### src/rtl/rs_ff_driver.sv
// -----------------------------------------------------------------------------
// rs_ff_driver
//   Command-side driver for an rs_ff. A one-bit "make Q equal X" request is
//   turned into a single S or R pulse of PULSE_W cycles. The driver then
//   watches q/qbar until the flop reports the target value. Every accepted
//   request ends in exactly one completion pulse:
//     done : q_fb matched the target
//     err  : no match within TIMEOUT samples, or q_fb == qbar_fb was seen
//   S and R are never driven high together. All outputs come straight from
//   flops.
//
// Ports
//   clk, rst_n          clock (posedge), asynchronous active-low reset
//   req_valid, req_val  request handshake and target Q value
//   req_ready           high in IDLE; request accepted on valid && ready
//   q_fb, qbar_fb       feedback from the rs_ff
//   s, r                set / reset drive to the rs_ff
//   busy                command in progress (DRIVE or WAIT)
//   done, err           one-cycle completion pulses (mutually exclusive)
//
// Parameters
//   PULSE_W  cycles s or r is held per command   (1 .. 2**CNT_W-1)
//   TIMEOUT  WAIT samples before giving up        (1 .. 2**CNT_W-1)
//   CNT_W    width of the shared pulse/timeout counter
// -----------------------------------------------------------------------------
module rs_ff_driver #(
  parameter int PULSE_W = 2,
  parameter int TIMEOUT = 8,
  parameter int CNT_W   = 4
) (
  input  logic clk,
  input  logic rst_n,
  input  logic req_valid,
  input  logic req_val,
  output logic req_ready,
  input  logic q_fb,
  input  logic qbar_fb,
  output logic s,
  output logic r,
  output logic busy,
  output logic done,
  output logic err
);

  typedef enum logic [1:0] {
    IDLE  = 2'd0,
    DRIVE = 2'd1,
    WAIT  = 2'd2
  } state_t;

  // Terminal counter values. The counter counts 0..N-1 so it never needs to
  // hold N itself and cannot wrap for N <= 2**CNT_W-1.
  localparam logic [CNT_W-1:0] PULSE_LAST = CNT_W'(PULSE_W - 1);
  localparam logic [CNT_W-1:0] TO_LAST    = CNT_W'(TIMEOUT - 1);

  state_t           state_q, state_d;
  logic [CNT_W-1:0] cnt_q,   cnt_d;
  logic             target_q, target_d;
  logic             s_q,     s_d;
  logic             r_q,     r_d;
  logic             busy_q,  busy_d;
  logic             done_q,  done_d;
  logic             err_q,   err_d;
  logic             ready_q, ready_d;

  logic accept;
  assign accept = req_valid && ready_q;

  // ---------------------------------------------------------------------------
  // Next-state / next-output logic
  // ---------------------------------------------------------------------------
  always_comb begin
    // Hold everything by default; completion flags are pulses so they
    // fall back to zero unless explicitly raised this cycle.
    state_d  = state_q;
    cnt_d    = cnt_q;
    target_d = target_q;
    s_d      = s_q;
    r_d      = r_q;
    busy_d   = busy_q;
    ready_d  = ready_q;
    done_d   = 1'b0;
    err_d    = 1'b0;

    unique case (state_q)
      IDLE: begin
        s_d     = 1'b0;
        r_d     = 1'b0;
        busy_d  = 1'b0;
        ready_d = 1'b1;
        if (accept) begin
          target_d = req_val;
          cnt_d    = '0;
          state_d  = DRIVE;
          ready_d  = 1'b0;
          busy_d   = 1'b1;
          // Exactly one of s/r is raised, so S=R=1 cannot occur.
          s_d      = req_val;
          r_d      = ~req_val;
        end
      end

      DRIVE: begin
        if (cnt_q == PULSE_LAST) begin
          s_d     = 1'b0;
          r_d     = 1'b0;
          cnt_d   = '0;
          state_d = WAIT;
        end else begin
          cnt_d = cnt_q + 1'b1;
        end
      end

      WAIT: begin
        s_d = 1'b0;
        r_d = 1'b0;
        // An illegal q/qbar pair is reported even if q happens to match.
        if (q_fb == qbar_fb) begin
          err_d   = 1'b1;
          state_d = IDLE;
        end else if (q_fb == target_q) begin
          done_d  = 1'b1;
          state_d = IDLE;
        end else if (cnt_q == TO_LAST) begin
          err_d   = 1'b1;
          state_d = IDLE;
        end else begin
          cnt_d = cnt_q + 1'b1;
        end
        // Leaving WAIT: handshake reopens on the same edge as the pulse, so
        // a new request can be taken during the done/err cycle.
        if (state_d == IDLE) begin
          busy_d  = 1'b0;
          ready_d = 1'b1;
          cnt_d   = '0;
        end
      end

      default: begin
        state_d = IDLE;
        cnt_d   = '0;
        s_d     = 1'b0;
        r_d     = 1'b0;
        busy_d  = 1'b0;
        ready_d = 1'b0;
      end
    endcase
  end

  // ---------------------------------------------------------------------------
  // State and output registers
  // ---------------------------------------------------------------------------
  always_ff @(posedge clk or negedge rst_n) begin
    if (!rst_n) begin
      state_q  <= IDLE;
      cnt_q    <= '0;
      target_q <= 1'b0;
      s_q      <= 1'b0;
      r_q      <= 1'b0;
      busy_q   <= 1'b0;
      done_q   <= 1'b0;
      err_q    <= 1'b0;
      ready_q  <= 1'b0;
    end else begin
      state_q  <= state_d;
      cnt_q    <= cnt_d;
      target_q <= target_d;
      s_q      <= s_d;
      r_q      <= r_d;
      busy_q   <= busy_d;
      done_q   <= done_d;
      err_q    <= err_d;
      ready_q  <= ready_d;
    end
  end

  assign s         = s_q;
  assign r         = r_q;
  assign busy      = busy_q;
  assign done      = done_q;
  assign err       = err_q;
  assign req_ready = ready_q;

endmodule

### config.mk
export PLATFORM = sky130hd
export DESIGN_NAME = rs_ff_driver
export DESIGN_NICKNAME = d
export VERILOG_FILES = /design/src/rtl/rs_ff_driver.sv
export SDC_FILE = /design/constraint.sdc
export NUM_CORES = 1
export LEC_CHECK = 0
export BUFFER_PORTS_ARGS = -buffer_cell sky130_fd_sc_hd__buf_4
export CORE_MARGIN = 2
export CORE_UTILIZATION = 27
export DETAILED_ROUTE_END_ITERATION = 8
export MAX_ROUTING_LAYER = met4
export PLACE_DENSITY_LB_ADDON = 0.1
export SLEW_MARGIN = 0
export SYNTH_ARGS = -nofsm -noshare
export SYNTH_HDL_FRONTEND = slang
export SYNTH_SLANG_ARGS = --single-unit
### constraint.sdc
create_clock -name clk -period 3.5 [get_ports clk]
set_input_delay 0.7 -clock clk [delete_from_list [all_inputs] [get_ports clk]]
set_output_delay 0.7 -clock clk [all_outputs]
set_load 0.005 [all_outputs]
# Word-level counts from Yosys, hierarchy flattened
# Index checks and enable logic that the tools add are counted.
# totals
ff_bits	13
inputBits	6
out_inout_bits	6
elab_cells	63
# op_classes
n_addsub	1
n_eq_ne	12
muxes	32
bitwise_logic	2
reduce_logical	7
# op_table
cell	count
4-bit two-way mux	6
1-bit two-way mux	14
2-bit two-way mux	6
4-bit case mux with 3 select lines	1
3-bit != test, second input constant	3
2-bit != test, second input constant	3
1-bit case mux with 3 select lines	2
2-bit case mux with 3 select lines	1
2-bit AND reduction	3
4-bit by 1-bit adder with 4-bit output, second input constant	1
4-bit by 1-bit equality test with 1-bit output, second input constant	1
4-bit by 3-bit equality test with 1-bit output, second input constant	1
2-bit logical NOT	2
1-bit case mux with 2 select lines	2
4-bit AND reduction	1
1-bit equality test	2
2-bit by 1-bit equality test with 1-bit output, second input constant	1
2-bit equality test, second input constant	1
1-bit inverter	2
1-bit logical AND	1

# Longest topological paths before layout
# Gate-level depths: netlist of the first run.
# logic_depth
depth_word	8
depth_mapped	6
mapped_depth_nobuf	6

# Worst setup path before layout of the first run
# OpenSTA, ideal clock, no wires.
# synth_timing
path_type	in2reg
startpoint	input qbar_fb
endpoint	register busy_q, in the netlist busy
setup_ps	125
t_arrival_ps	1565
t_required_ps	3375
setup_slack_ps	1810
stages	3
path_buffers	0
path_cell_list	xnor2_1 > o41a_1 > mux2_4
# synth_between
elab_chain_cells	6
# synth_lines
item	line	text
start: declaration	37	input logic qbar_fb,
1-bit equality test	118	if (q_fb == qbar_fb) begin
2-bit two-way mux	118	
2-bit two-way mux	85	unique case (state_q)
2-bit logical NOT	132	if (state_d == IDLE) begin
2-bit != test (no line)	n/a	
2-bit AND reduction (no line)	n/a	
end signal: assignment	170	busy_q <= busy_d;
end: declaration	61	logic busy_q, busy_d;
# Every way passes these cells. The select of a mux whose other input is x is not followed.
# A chain may end at the register's enable or synchronous reset.

# Worst setup path in the final report of the first run
# layout_timing
startpoint	register cnt_q[0]
endpoint	register cnt_q[0]
# layout_between
elab_chain_cells	8
elab_cells_between_ends	18
cone_classes	1 x add/sub; 5 x eq/ne; 10 x mux; 2 x reduce/logical
# layout_lines
item	line	text
start: declaration	57	logic [CNT_W-1:0] cnt_q, cnt_d;
start signal: assignment	166	cnt_q <= cnt_d;
4-bit by 3-bit equality test with 1-bit output	124	end else if (cnt_q == TO_LAST) begin
2-bit two-way mux	124	
2-bit two-way mux	121	end else if (q_fb == target_q) begin
2-bit two-way mux	118	
2-bit two-way mux	85	
2-bit logical NOT	132	
3-bit != test (no line) or 4-bit two-way mux (tied branches)	n/a	
4-bit AND reduction (no line) or 4-bit case mux with 3 select lines (tied branches)	n/a	
# Several ways; a longest one is shown, not always the timed one. The select of a mux whose other input is x is not followed.

==> results of run 1 <==
==> layout by cell type, fill, tap and decap left out, types with 2 or more instances in the layout <==
| master | count |
|---|---|
| o31ai_1 | 2 |
| xnor2_1 | 2 |
| nand2_1 | 12 |
| nand3_1 | 2 |
| and3_1 | 2 |
| o21ai_0 | 5 |
| nand2b_1 | 2 |
| clkbuf_4 | 3 |
| inv_1 | 4 |
| buf_4 | 11 |
| nor2_1 | 6 |
| a21oi_1 | 4 |
| dfrtp_1 | 13 |
| ha_1 | 5 |
==> power groups by stage <==
| stage | Clock, W | Combinational [W] | Sequential [W] |
|---|---|---|---|
| 6_report | 0.0000915 | 0.000270 | 0.000228 |
| 5_1_grt | 0.000108 | 0.000300 | 0.000235 |
| 4_1_cts | 0.0000982 | 0.000273 | 0.000228 |
| 3_5_place_dp | 0 | 0.000272 | 0.000232 |
| 3_3_place_gp | 0 | 0.000276 | 0.000231 |
| 2_1_floorplan | 0 | 0.000182 | 0.000226 |
==> cell type report <==
class / count / area [um^2] / share of cell area (%)
tap: 30 / 37.5 / 4.36
multi-input combinational: 58 / 374 / 43.5
inverter: 4 / 15.0 / 1.74
sequential: 13 / 325 / 37.8
clock buffer: 4 / 26.3 / 3.05
timing repair buffer: 11 / 82.6 / 9.59
==> cells by family (layout without fill, tap and decap cells) <==
group | after synthesis | in the layout | synth area share, %
muxes | 1 | 1 | 2.10
and+or+nand+nor | 30 | 30 | 19.8
xor gates and xnor gates | 2 | 2 | 2.45
DFF | 13 | 13 | 45.5
buffers and inverters | 4 | 19 | 2.10
AOI/OAI and AO/OA | 20 | 20 | 19.3
adders and majority gates | 5 | 5 | 8.76
==> per-layer routing <==
layer	share of wire [%]	GRT usage (%)	vias to the layer above
met5	0	-	-
met4	1.1	3.14	0
met3	5.8	5.15	2
met2	43	14.5	12
met1	50	13.5	250
li1	-	-	295
==> flip-flops by register name, indices dropped and copies added, names as in the netlist <==
name and count:
cnt_q 4, state_q 2, busy 1, done 1
err 1, r 1, req_ready 1, s 1
target_q 1
==> through the flow <==
step           power [W]  hold WS, ps  utilization [%]
3_3_place_gp    0.000507          466             33.4
3_5_place_dp    0.000503          472             33.4
2_1_floorplan   0.000409          404                -
4_1_cts         0.000599          250             34.4
6_report        0.000590          254             34.4
5_1_grt         0.000643          241             34.4
==> final timing paths <==
path / start / endpoint / slack (ps) / depth (start not counted)
min in group clk: s$_DFFE_PN0N_ / s$_DFFE_PN0N_ / 480 / 2
setup / recovery: cnt_q[0]$_DFFE_PN0P_ / cnt_q[0]$_DFFE_PN0P_ / 1670 / 5
hold / removal: rst_n / r$_DFFE_PN0N_ / 250 / 1
hold reg to reg: s$_DFFE_PN0N_ / s$_DFFE_PN0N_ / 480 / 2
max in group asynchronous: rst_n / state_q[0]$_DFFE_PN0P_ / 3070 / 1
setup reg to reg: cnt_q[0]$_DFFE_PN0P_ / cnt_q[0]$_DFFE_PN0P_ / 1670 / 5
==> results.md, run 1 <==
* Routed WL per cell at about 12 um
* Core Area at 2500 um^2
* Critical path startpoint category: register
* Clk pwr share at 15.5%
* DR DRC count at 0
* Count leader, synth: dfrtp_1
* Slew @ Worst Pin at 715 ps
* Total I/O pin count at 12
* Layout area overhead at 20.5%
* Cells after Synth at 75
* Port bufs at 11
* DRT Wirelength at roughly 1500 um
* Total grt overflow at 0
* Period minus WS final at 1830 ps
* Combinational Power Share at around 46%
* Clock skew at 6.85 ps
* Full die area at 3070 um^2
* Final Max Slew Viols at 0
* Die Y at 55.4 um
* Outcome: finished clean
* H-Tree Depth at 1
* Post-route ant nets at 0
* Sequential power share at around two fifths
* Final hold vios at 0
* Slew headroom at between 50% and 60%
* Most numerous cell on the critical path: o21ai_0
* Fin nets at approximately 100
* Resize count post-CTS at 0
* Peak Freq at 548 MHz
* CP max stage cell: dfrtp_1
* Final Cell Area at between 800 and 900 um^2
* Kind of critical path: register to register
* Area leader, netlist: dfrtp_1
* Crit end category: register
* Max stage delay on crit path at 420 ps
* Mapped Nets at 86
* Inserted Diodes at 0
* Drt first pass iters at 4
* Postcts setup bufs at 0
* P_sw at 0.000230 W
* Hold/Removal Path Class: primary input to asynchronous set/reset pin
* Syn avg cell area at between 9 and 10 um^2
* Clk buf depth at 2
* Netlist cell types at 28
* Synth async-reset ratio at 100%
* Internal at around 0.00036 W
* Hold Buf Count CTS at 0
* CTS tree: done
* Main flop type after synthesis: dfrtp_1
* Rows at 18
* Placed cell areas at 835 um^2
* Avg Vias per Cell at 4.66
* Net switching fraction of the power at roughly 40%
* Die X-Extent at between 50 and 60 um
* Finished Layout Cells at 120
* Top post-synthesis cells by count: dfrtp_1, nand2_1, nor2_1
* EDFF count, synth at 0
* Pwr Density at between 600 and 700 nW/um^2
* RSZ-0062 raised after global routing: no
* Critical path arrival at 2010 ps
* Vias in the first global route at 492
* Setup WS pre-CTS at 1560 ps
* PnR worst setup slack at roughly 1700 ps
* Crit-path leading delay family: simple AND/OR/NAND/NOR gates
* Post-Place Cells at 116
* DP Wirelength at between 1000 and 1500 um
* Synth warn at 0
* Num CTS Buffers at 3
* CP cell instances: ha_1 -> and3b_1 -> nor4_1 -> o21ai_0 -> o21ai_0
* Setup violators final at 0
* Clock sink count at 13
* Largest net degree at the start of global routing at 14
* Total of max-cap violations at 0
* First-pass GRT wire length at between 2000 and 2500 um
* Setup TNS at 0 ps
* Root buf cell: clkbuf_4
* Clock latency on the worst-skew pair at 280 ps
* Initial core utilization at 28.6%
* Seq/Total Area, Yosys at 45.5%
* Critical Path RT at 3690 ps
* Layout cells sized above 1 at 17.8%
* Final worst path period share at 52.2%
* Top cells by area, synth: dfrtp_1, ha_1, nand2_1
* Vias post-DR at 559
* # fillers at approximately 260
* Clk pin slew, worst setup/hold paths at 80 ps
* Synth Cell Area at slightly above 700 um^2
* First DRT Iteration DRCs at 10
* Worst Path Max Fanout at 5
* Max VDD drop at 0.335 mV
* Synth top area share at 45.5%
* Initial antenna violation count at 0
* GRT Overall Usage at roughly a tenth
* Lkg Pwr at 0.408 nW
* Worst Path Buf+Inv at 0
* GP Congestion at 0.774
* Synthesized flop and latch total at 13
No activity file was read; power rests on OpenSTA's default activity.
==> inputs of run 2 (changes only) <==
==> constraint.sdc (replaced) <==
create_clock -name clk -period 1.5 [get_ports clk]
set_input_delay 0.3 -clock clk [delete_from_list [all_inputs] [get_ports clk]]
set_output_delay 0.3 -clock clk [all_outputs]
set_load 0.005 [all_outputs]
==> run 2 against run 1 <==
The run now ends with setup timing left. Flip-flop and latch count did not move. Combinational power grew to 4.0 times the previous value. Power rose to 3.1 times the previous value. Critical path depth is 1 lower. Final area is 31% higher. Critical path type unchanged. Highest routed layer unchanged.
==> results.md, run 2 (synthesis gave the netlist of run 1 again) <==
* Outcome: finished with violations
* Violated checks: setup timing
* Critical path arrival at 1820 ps
* Final worst path period share at 110%
* Largest net degree at the start of global routing at 14
* Clock sink count at 13
* H-Tree Depth at 1
* Setup WS pre-CTS at -132 ps
* Vias in the first global route at 699
* Commonest non-fill, non-tap cell in the layout: buf_4
* Rows at 18
* Initial antenna violation count at 0
* First-pass GRT wire length at 3030 um
* Root buf cell: clkbuf_4
* PnR worst setup slack at -148 ps
* Total I/O pin count at 12
* Pwr Density at 1640 nW/um^2
* Hold Slack at 200 ps
* DRT Wirelength at about 1800 um
* Hold/Removal Path Class: primary input to register
* Period minus WS final at 1650 ps
* Core Area at 2500 um^2
* Num CTS Buffers at 3
* Port bufs at 11
* Critical Path RT at 1670 ps
* GRT Overall Usage at 12.8%
* Total of max-cap violations at 0
* Total grt overflow at 0
* Peak Freq at 607 MHz
* Top Registers: cnt_q: 4 flops, state_q: 2 flops
* Register Area at roughly 330 um^2
* Clock latency on the worst-skew pair at 270 ps
* Worst Path Buf+Inv at 0
* Die Y at about 55 um
* GP Congestion at around 0.76
* Clock skew at 0.917 ps
* Crit-path leading delay family: flip-flops
* Layout cells sized above 1 at between 40% and 50%
* Largest register by flop count: cnt_q
* CP cell instances: ha_2 -> and3b_2 -> o41a_1 -> mux2_4
* Max reg flops at 4
* Inserted Diodes at 0
* CTS tree: done
* Post-route ant nets at 0
* Fin nets at 125
* Final Cell Area at 1120 um^2
* Max VDD drop at 0.674 mV
* Most frequent cells in the layout: buf_4, dfrtp_1, nand2_1, nor2_1, clkbuf_4
* Kind of critical path: register to register
* Placed cell areas at 996 um^2
* Final Max Slew Viols at 0
* Initial core utilization at 28.6%
* Die X-Extent at 55.4 um
* # fillers at 247
* Setup violators final at 4
* Drt first pass iters at 5
* First DRT Iteration DRCs at 8
* Clk pin slew, worst setup/hold paths at 90 ps
* Slew @ Worst Pin at 495 ps
* Setup TNS at -347 ps
* Routed WL per cell at roughly 13 um
* Crit end category: register
* CP max stage cell: dfrtp_1
* Full die area at 3070 um^2
* DP Wirelength at 1300 um
* Layout area overhead at 57.4%
* Multi-input logic area at 455 um^2
* RSZ-0062 raised after global routing: yes
* DR DRC count at 0
* Avg Vias per Cell at 4.76
* Max stage delay on crit path at 410 ps
* Lkg Pwr at 0.531 nW
* Final hold vios at 0
* Worst Path Max Fanout at 3
* Clk buf depth at 2
* Critical path startpoint category: register
* Slew headroom at roughly two thirds
* Vias post-DR at 680
run 2: cell type report:
class	instances	area share, %
multi-input combinational	58	40.5
inverter	4	1.33
sequential	13	28.9
tap	30	3.34
timing repair buffer	34	23.6
clock buffer	4	2.34
run 2: where the power goes:
group          leakage, nW  switching [W]  internal (W)
sequential           0.174      0.0000843      0.000445
clock               0.0150       0.000122      0.000103
combinational        0.343       0.000490      0.000597
total                0.531       0.000697       0.00114
run 2: path summary, 6_finish.rpt:
path / cells past startpoint / endpoint / slack (ps) / start
max: 4 / busy$_DFFE_PN0P_ / -150 / cnt_q[0]$_DFFE_PN0P_
min: 2 / r$_DFFE_PN0N_ / 200 / req_val
max reg2reg: 4 / busy$_DFFE_PN0P_ / -150 / cnt_q[0]$_DFFE_PN0P_
min reg2reg: 2 / s$_DFFE_PN0N_ / 490 / s$_DFFE_PN0N_
max in group asynchronous: 2 / state_q[1]$_DFFE_PN0P_ / 930 / rst_n
min in group asynchronous: 2 / cnt_q[0]$_DFFE_PN0P_ / 400 / rst_n
run 2: what timing repair did:
item / in CTS / in global routing
hold endpoints to repair: 13 / 0
hold buffers: 1 / 0
resized for setup: 6 / 15
buffers inserted: 2 / 2
pin swaps: 6 / 3
setup endpoints to repair: 6 / 9
run 2: per-layer routing:
layer / part of all wire [%] / track usage [%] / vias to the layer above
li1: - / - / 341
met1: 47 / 16.8 / 319
met2: 48 / 19.4 / 18
met3: 3.6 / 3.28 / 2
met4: 0.82 / 4.18 / 0
met5: 0 / - / -
run 2: stage by stage:
stage,power (W),cells,util [%]
final,0.00184,143,45.0
after CTS,0.00172,142,42.7
after detailed placement,0.00146,135,39.8
after floorplan,0.000984,75,-
after global placement,0.00146,135,39.8
after global routing,0.00198,143,45.0
